### src/rtl/spi_pkg.sv
// Shared SPI definitions for the team's SPI master and slave endpoints.
package spi_pkg;

    typedef enum logic [1:0] {
        StWaitDesel,
        StIdle,
        StActive
    } spi_state_e;

    typedef struct packed {
        logic cpol;
        logic cpha;
    } spi_mode_t;

    localparam int unsigned DEFAULT_DATA_W = 8;

    // Conventional SPI mode number: mode = {CPOL, CPHA}.
    function automatic spi_mode_t spi_mode(input int unsigned mode);
        spi_mode_t m;
        m.cpol = mode[1];
        m.cpha = mode[0];
        return m;
    endfunction

endpackage

### src/rtl/spi_sync.sv
// Two-flop synchronizer for asynchronous inputs, with a selectable reset value.
module spi_sync #(
    parameter int unsigned       WIDTH     = 1,
    parameter logic [WIDTH-1:0]  RESET_VAL = '0
) (
    input  logic             i_clk,
    input  logic             rst_n,
    input  logic [WIDTH-1:0] i_d,
    output logic [WIDTH-1:0] o_q
);

    logic [WIDTH-1:0] meta_q;
    logic [WIDTH-1:0] sync_q;

    always_ff @(posedge i_clk or negedge rst_n) begin
        if (!rst_n) begin
            meta_q <= RESET_VAL;
            sync_q <= RESET_VAL;
        end else begin
            meta_q <= i_d;
            sync_q <= meta_q;
        end
    end

    assign o_q = sync_q;

endmodule

### src/rtl/spi_slave.sv
// SPI target endpoint: oversampled SCLK/CS_n/MOSI, MSB-first word deserializer and
// MISO serializer fed from a one-word TX holding register.
module spi_slave
    import spi_pkg::*;
#(
    parameter int unsigned       DATA_W  = DEFAULT_DATA_W,
    parameter bit                CPOL    = 1'b0,
    parameter bit                CPHA    = 1'b0,
    parameter logic [DATA_W-1:0] TX_IDLE = '1
) (
    input  logic              i_clk,
    input  logic              rst_n,
    input  logic              i_spi_clk,
    input  logic              i_spi_cs_n,
    input  logic              i_spi_mosi,
    output logic              o_spi_miso,
    output logic              o_spi_miso_oe,
    input  logic [DATA_W-1:0] i_tx_data,
    input  logic              i_tx_valid,
    output logic              o_tx_ready,
    output logic [DATA_W-1:0] o_rx_data,
    output logic              o_rx_valid,
    output logic              o_tx_underrun
);

    localparam int unsigned     CNT_W    = $clog2(DATA_W);
    localparam logic [CNT_W-1:0] CNT_LAST = CNT_W'(DATA_W - 1);
    localparam spi_mode_t       MODE     = '{cpol: CPOL, cpha: CPHA};

    logic sclk_s, cs_n_s, mosi_s;
    logic sclk_dly_q, cs_n_dly_q;

    // CS_n resets to "selected" so a transaction in flight at reset is never joined mid-word.
    spi_sync #(.WIDTH(1), .RESET_VAL(CPOL)) u_sync_sclk (
        .i_clk (i_clk),
        .rst_n (rst_n),
        .i_d   (i_spi_clk),
        .o_q   (sclk_s)
    );

    spi_sync #(.WIDTH(1), .RESET_VAL(1'b0)) u_sync_cs_n (
        .i_clk (i_clk),
        .rst_n (rst_n),
        .i_d   (i_spi_cs_n),
        .o_q   (cs_n_s)
    );

    spi_sync #(.WIDTH(1), .RESET_VAL(1'b0)) u_sync_mosi (
        .i_clk (i_clk),
        .rst_n (rst_n),
        .i_d   (i_spi_mosi),
        .o_q   (mosi_s)
    );

    always_ff @(posedge i_clk or negedge rst_n) begin
        if (!rst_n) begin
            sclk_dly_q <= CPOL;
            cs_n_dly_q <= 1'b0;
        end else begin
            sclk_dly_q <= sclk_s;
            cs_n_dly_q <= cs_n_s;
        end
    end

    logic sclk_edge, lead_edge, trail_edge, sample_edge, shift_edge;
    logic cs_fall, cs_rise;

    assign sclk_edge   = sclk_s ^ sclk_dly_q;
    assign lead_edge   = sclk_edge & (sclk_dly_q == MODE.cpol);
    assign trail_edge  = sclk_edge & (sclk_dly_q != MODE.cpol);
    assign sample_edge = MODE.cpha ? trail_edge : lead_edge;
    assign shift_edge  = MODE.cpha ? lead_edge : trail_edge;
    assign cs_fall     = cs_n_dly_q & ~cs_n_s;
    assign cs_rise     = ~cs_n_dly_q & cs_n_s;

    spi_state_e        state_q, state_d;
    logic [CNT_W-1:0]  cnt_q, cnt_d;
    logic [DATA_W-2:0] rx_shift_q, rx_shift_d;
    logic [DATA_W-1:0] rx_data_q, rx_data_d;
    logic              rx_valid_q, rx_valid_d;
    logic [DATA_W-1:0] tx_shift_q, tx_shift_d;
    logic              miso_q, miso_d;
    logic              miso_oe_q, miso_oe_d;
    logic              load_pend_q, load_pend_d;
    logic [DATA_W-1:0] hold_q, hold_d;
    logic              hold_full_q, hold_full_d;
    logic              underrun_q, underrun_d;

    logic [DATA_W-1:0] tx_word;
    logic [DATA_W-1:0] rx_word;
    logic              load;

    assign tx_word = hold_full_q ? hold_q : TX_IDLE;
    assign rx_word = {rx_shift_q, mosi_s};

    always_comb begin
        state_d     = state_q;
        cnt_d       = cnt_q;
        rx_shift_d  = rx_shift_q;
        rx_data_d   = rx_data_q;
        rx_valid_d  = 1'b0;
        tx_shift_d  = tx_shift_q;
        miso_d      = miso_q;
        miso_oe_d   = miso_oe_q;
        load_pend_d = load_pend_q;
        hold_d      = hold_q;
        hold_full_d = hold_full_q;
        underrun_d  = 1'b0;
        load        = 1'b0;

        unique case (state_q)
            StWaitDesel: begin
                if (cs_n_s) begin
                    state_d = StIdle;
                end
            end
            StIdle: begin
                if (cs_fall) begin
                    state_d   = StActive;
                    cnt_d     = '0;
                    miso_oe_d = 1'b1;
                    // CPHA=1 defers the load to the first shift edge of the word.
                    if (!MODE.cpha) begin
                        load        = 1'b1;
                        miso_d      = tx_word[DATA_W-1];
                        tx_shift_d  = tx_word << 1;
                        load_pend_d = 1'b0;
                    end else begin
                        miso_d      = 1'b0;
                        load_pend_d = 1'b1;
                    end
                end
            end
            StActive: begin
                if (cs_rise) begin
                    state_d   = StIdle;
                    cnt_d     = '0;
                    miso_oe_d = 1'b0;
                    miso_d    = 1'b0;
                end else if (sample_edge) begin
                    rx_shift_d = rx_word[DATA_W-2:0];
                    if (cnt_q == CNT_LAST) begin
                        cnt_d       = '0;
                        rx_data_d   = rx_word;
                        rx_valid_d  = 1'b1;
                        load_pend_d = 1'b1;
                    end else begin
                        cnt_d = cnt_q + CNT_W'(1);
                    end
                end else if (shift_edge) begin
                    if (load_pend_q) begin
                        load        = 1'b1;
                        miso_d      = tx_word[DATA_W-1];
                        tx_shift_d  = tx_word << 1;
                        load_pend_d = 1'b0;
                    end else begin
                        miso_d     = tx_shift_q[DATA_W-1];
                        tx_shift_d = tx_shift_q << 1;
                    end
                end
            end
            default: begin
                state_d = StWaitDesel;
            end
        endcase

        // A load always sees the pre-handshake holding state.
        if (load) begin
            underrun_d  = ~hold_full_q;
            hold_full_d = 1'b0;
        end
        if (i_tx_valid && !hold_full_q) begin
            hold_full_d = 1'b1;
            hold_d      = i_tx_data;
        end
    end

    always_ff @(posedge i_clk or negedge rst_n) begin
        if (!rst_n) begin
            state_q     <= StWaitDesel;
            cnt_q       <= '0;
            rx_shift_q  <= '0;
            rx_data_q   <= '0;
            rx_valid_q  <= 1'b0;
            tx_shift_q  <= '0;
            miso_q      <= 1'b0;
            miso_oe_q   <= 1'b0;
            load_pend_q <= 1'b0;
            hold_q      <= '0;
            hold_full_q <= 1'b0;
            underrun_q  <= 1'b0;
        end else begin
            state_q     <= state_d;
            cnt_q       <= cnt_d;
            rx_shift_q  <= rx_shift_d;
            rx_data_q   <= rx_data_d;
            rx_valid_q  <= rx_valid_d;
            tx_shift_q  <= tx_shift_d;
            miso_q      <= miso_d;
            miso_oe_q   <= miso_oe_d;
            load_pend_q <= load_pend_d;
            hold_q      <= hold_d;
            hold_full_q <= hold_full_d;
            underrun_q  <= underrun_d;
        end
    end

    assign o_spi_miso    = miso_q;
    assign o_spi_miso_oe = miso_oe_q;
    assign o_tx_ready    = ~hold_full_q;
    assign o_rx_data     = rx_data_q;
    assign o_rx_valid    = rx_valid_q;
    assign o_tx_underrun = underrun_q;

endmodule

### config.mk
export PLATFORM = sky130hd
export DESIGN_NAME = spi_slave
export DESIGN_NICKNAME = d
export VERILOG_FILES = /design/src/rtl/spi_pkg.sv /design/src/rtl/spi_sync.sv /design/src/rtl/spi_slave.sv
export SDC_FILE = /design/constraint.sdc
export NUM_CORES = 1
export LEC_CHECK = 0
export ABC_CLOCK_PERIOD_IN_PS = 2900
export BUFFER_PORTS_ARGS = -buffer_cell sky130_fd_sc_hd__buf_2
export CAP_MARGIN = 5
export CORE_MARGIN = 3
export CORE_UTILIZATION = 30
export DETAILED_ROUTE_END_ITERATION = 6
export GPL_TIMING_DRIVEN = 0
export PLACE_DENSITY = 0.53
export SYNTH_ARGS = -nofsm -noshare
export SYNTH_HDL_FRONTEND = slang
export SYNTH_SLANG_ARGS = --single-unit
export TNS_END_PERCENT = 30
### constraint.sdc
create_clock -name i_clk -period 2.9 [get_ports i_clk]
set_input_delay 0.29 -clock i_clk [delete_from_list [all_inputs] [get_ports i_clk]]
set_output_delay 0.29 -clock i_clk [all_outputs]
set_load 0.01 [all_outputs]
==> impl_metrics.env <==
export IMPL_area_delta_synth_final_pct=15.77
export IMPL_cts_max_level=2
export IMPL_synth_seq_cells=49
export IMPL_hpwl_microns=2486
export IMPL_synth_area_top_cells="dfrtp_1 (57%), mux2_2 (17%), ha_1 (4.6%)"
export IMPL_synth_edf_count=0
export IMPL_cts_hold_buf=0
export IMPL_grt_start_max_net_pins=50
export IMPL_antenna_found_initial=0
export IMPL_hp_class="in2reg"
export IMPL_critPathMaxFanout=10
export IMPL_route_antenna_remaining_nets=0
export IMPL_finalCritPeriodShare=0.6792
export IMPL_dr_total_vias=1340
export IMPL_syn_area_sq_um=2158
export IMPL_start_util=0.3142
export IMPL_placed_cells_incl_taps=290
export IMPL_outcome="finished, final reports clean"
export IMPL_critPathBufInv=3
export IMPL_rsz0062_at_grt="false"
export IMPL_wl_met1_microns=1665
export IMPL_p_per_area_nw_per_um2=799.6
export IMPL_clk_path_buf_depth=2
export IMPL_cts_tree="built"
export IMPL_final_hold_viol_count=0
export IMPL_start_kind="flip-flop"
export IMPL_multiInputGateArea_sq_um=874.6
export IMPL_crit_path_end="tx_shift_q[4]$_DFFE_PN0P_"
export IMPL_clock_tree_root_cell="clkbuf_8"
export IMPL_path_clk_slew_ns=0.09
export IMPL_syn_nets=190
export IMPL_crit_top_cell="inv_1"
export IMPL_worstHoldStart="i_spi_mosi"
export IMPL_fillers=674
export IMPL_reg2reg_to="tx_shift_q[4]$_DFFE_PN0P_"
export IMPL_final_cell_count_no_fill=297
export IMPL_leakagePower_nw=1.214
export IMPL_cts_resized=0
export IMPL_first_global_vias=1347
export IMPL_relSlewSlack=0.2866
export IMPL_cts_sinks=49
export IMPL_io_pin_count=27
export IMPL_synth_flop_cell="dfrtp_1"
export IMPL_die_area_sq_um=8248
export IMPL_max_cap_violations=0
export IMPL_critical_path_required_ns=3.08
export IMPL_drt_initial_drc_count=52
export IMPL_dr_wl_met2_microns=1659
export IMPL_postCtsSetupBuffers=0
export IMPL_yosysTopAreaCellShare=0.5681
export IMPL_grt_pass1_wl_microns=6134
export IMPL_place_gp_congestion=0.7860
export IMPL_worstPathCellList="inv_1 -> ha_1 -> buf_4 -> inv_1 -> o31ai_4 -> a21oi_4 -> mux2_2"
export IMPL_chipWidth_microns=90.82
export IMPL_ys_warn_count=0
export IMPL_skew_ns=0.007194
export IMPL_worst_slew_pin_slew_ns=1.070
export IMPL_cts_made_buffers=5
export IMPL_slowest_delay_ns=0.40
export IMPL_wl_per_cell_microns=11.87
export IMPL_setup_violations=0
export IMPL_routed_wl_microns=3526
export IMPL_rows=30
export IMPL_final_setup_tns_ns=0
export IMPL_final_seq_area_sq_um=1226
export IMPL_clkLatencyLatePin_ns=0.29
export IMPL_fin_crit_ns=1.970
export IMPL_routed_top_layer="met4"
export IMPL_syn_inst=168
export IMPL_yosysMostFrequentCell="dfrtp_1"
export IMPL_synth_seq_area_share=0.5681
export IMPL_fmax_mhz=507.7
export IMPL_nNetsFinal=223
export IMPL_first_pass_iters=4
export IMPL_drc=0
export IMPL_wl_met3_microns=143
export IMPL_crit_path_top_delay_cell="dfrtp_1"
export IMPL_vias_per_cell=4.512
export IMPL_irDropWorstVdd_mv=0.4211
export IMPL_end_kind="flip-flop"
export IMPL_maxSlewViolCount=0
export IMPL_path_delay_family="buffers and inverters"
export IMPL_diodes=0
export IMPL_cp_arrival_ns=2.15
export IMPL_overflow=0
export IMPL_rrSetupSlack_ns=0.93
export IMPL_ys_types=36
export IMPL_synth_area_leader_cell="dfrtp_1"
export IMPL_drive_gt1_frac=0.3532
export IMPL_synthTopCellsByCount="dfrtp_1 (49), mux2_2 (32), nor2_1 (11), nand2_1 (9)"
export IMPL_grtUsageTotal=0.09078
export IMPL_rr_startpoint="state_q[0]$_DFFE_PN0P_"
export IMPL_syn_area_per_cell_sq_um=12.85
export IMPL_reg2reg_depth=7
export IMPL_path_class="reg2reg"
export IMPL_path_depth=7
export IMPL_die_y_microns=90.82
export IMPL_portBuffers=26
export IMPL_critPathLaunch="state_q[0]$_DFFE_PN0P_"
export IMPL_async_flop_share=1.000
export IMPL_core_area_sq_um=6869
==> placed cells by master (no fill, tap or decap), drive strengths merged, types with 2 or more instances in the layout <==
| cell | synthesis | final |
|---|---|---|
| nand2 | 9 | 9 |
| buf | 2 | 28 |
| nand3 | 3 | 3 |
| o21ai | 8 | 8 |
| inv | 8 | 8 |
| nor2 | 11 | 11 |
| nor2b | 4 | 4 |
| mux2 | 32 | 32 |
| and2b | 2 | 2 |
| ha | 8 | 8 |
| dfrtp | 49 | 49 |
| nand2b | 3 | 3 |
| clkbuf | 3 | 9 |
| a21oi | 5 | 5 |
| and3b | 2 | 2 |
==> kinds of logic after synthesis <==
logic type | count (synthesis) | synth area share
AOI/OAI and AO/OA | 23 | 0.08349
adders and majority gates | 9 | 0.05102
buffers and inverters | 14 | 0.02666
DFF | 49 | 0.5681
muxes | 33 | 0.1716
and+or+nand+nor | 40 | 0.09913
==> state kept, by name (all words and copies together), names as in the netlist, 2 cells and up <==
signal      cells
rx_shift_q      7
tx_shift_q      7
o_rx_data       8
cnt_q           3
hold_q          8
state_q         2
==> report_power, final <==
group          total, mW  internal (mW)  leakage, nW  switching (mW)
Combinational      0.634          0.325        0.552           0.308
Sequential         0.963          0.862        0.618           0.101
Clock              0.402          0.189       0.0433           0.213
==> layer usage <==
metal,vias up,GRT usage
li1,649,-
met1,664,0.1088
met2,20,0.1550
met3,7,0.02500
met4,0,0.03392
met5,-,0
==> worst min-delay path by stage <==
stage / endpoint / slack, ns / cells after the start
6_report: u_sync_mosi.meta_q$_DFF_PN0_ / 0.10 / 1
5_1_grt: u_sync_mosi.meta_q$_DFF_PN0_ / 0.08 / 1
4_1_cts: u_sync_mosi.meta_q$_DFF_PN0_ / 0.09 / 1
3_5_place_dp: u_sync_mosi.o_q$_DFF_PN0_ / 0.34 / 0
3_3_place_gp: u_sync_mosi.o_q$_DFF_PN0_ / 0.33 / 0
2_1_floorplan: cnt_q[0]$_DFFE_PN0P_ / -0.006 / 0
==> per-stage QoR <==
stage / area [sq um] / utilization / power, mW / setup WS, ns / hold slack, ns
after floorplan: 2158 / - / 1.463 / 1.158 / -0.005591
after global placement: 2409 / 0.3506 / 1.617 / 0.9047 / 0.3322
after detailed placement: 2409 / 0.3506 / 1.629 / 0.9111 / 0.3379
after CTS: 2499 / 0.3638 / 2.041 / 0.9150 / 0.08873
after global routing: 2499 / 0.3638 / 2.159 / 0.7873 / 0.08282
final: 2499 / 0.3638 / 1.998 / 0.9302 / 0.1028
==> layout make-up <==
type | count | share of cell area
Buffer | 5 | 0.009514
Clock buffer | 6 | 0.03305
Clock inverter | 1 | 0.003005
Inverter | 9 | 0.01352
Multi-Input combinational cell | 105 | 0.3500
Sequential cell | 49 | 0.4907
Tap cell | 96 | 0.04807
Timing Repair Buffer | 26 | 0.05208
(Power assumes the default switching activity.)
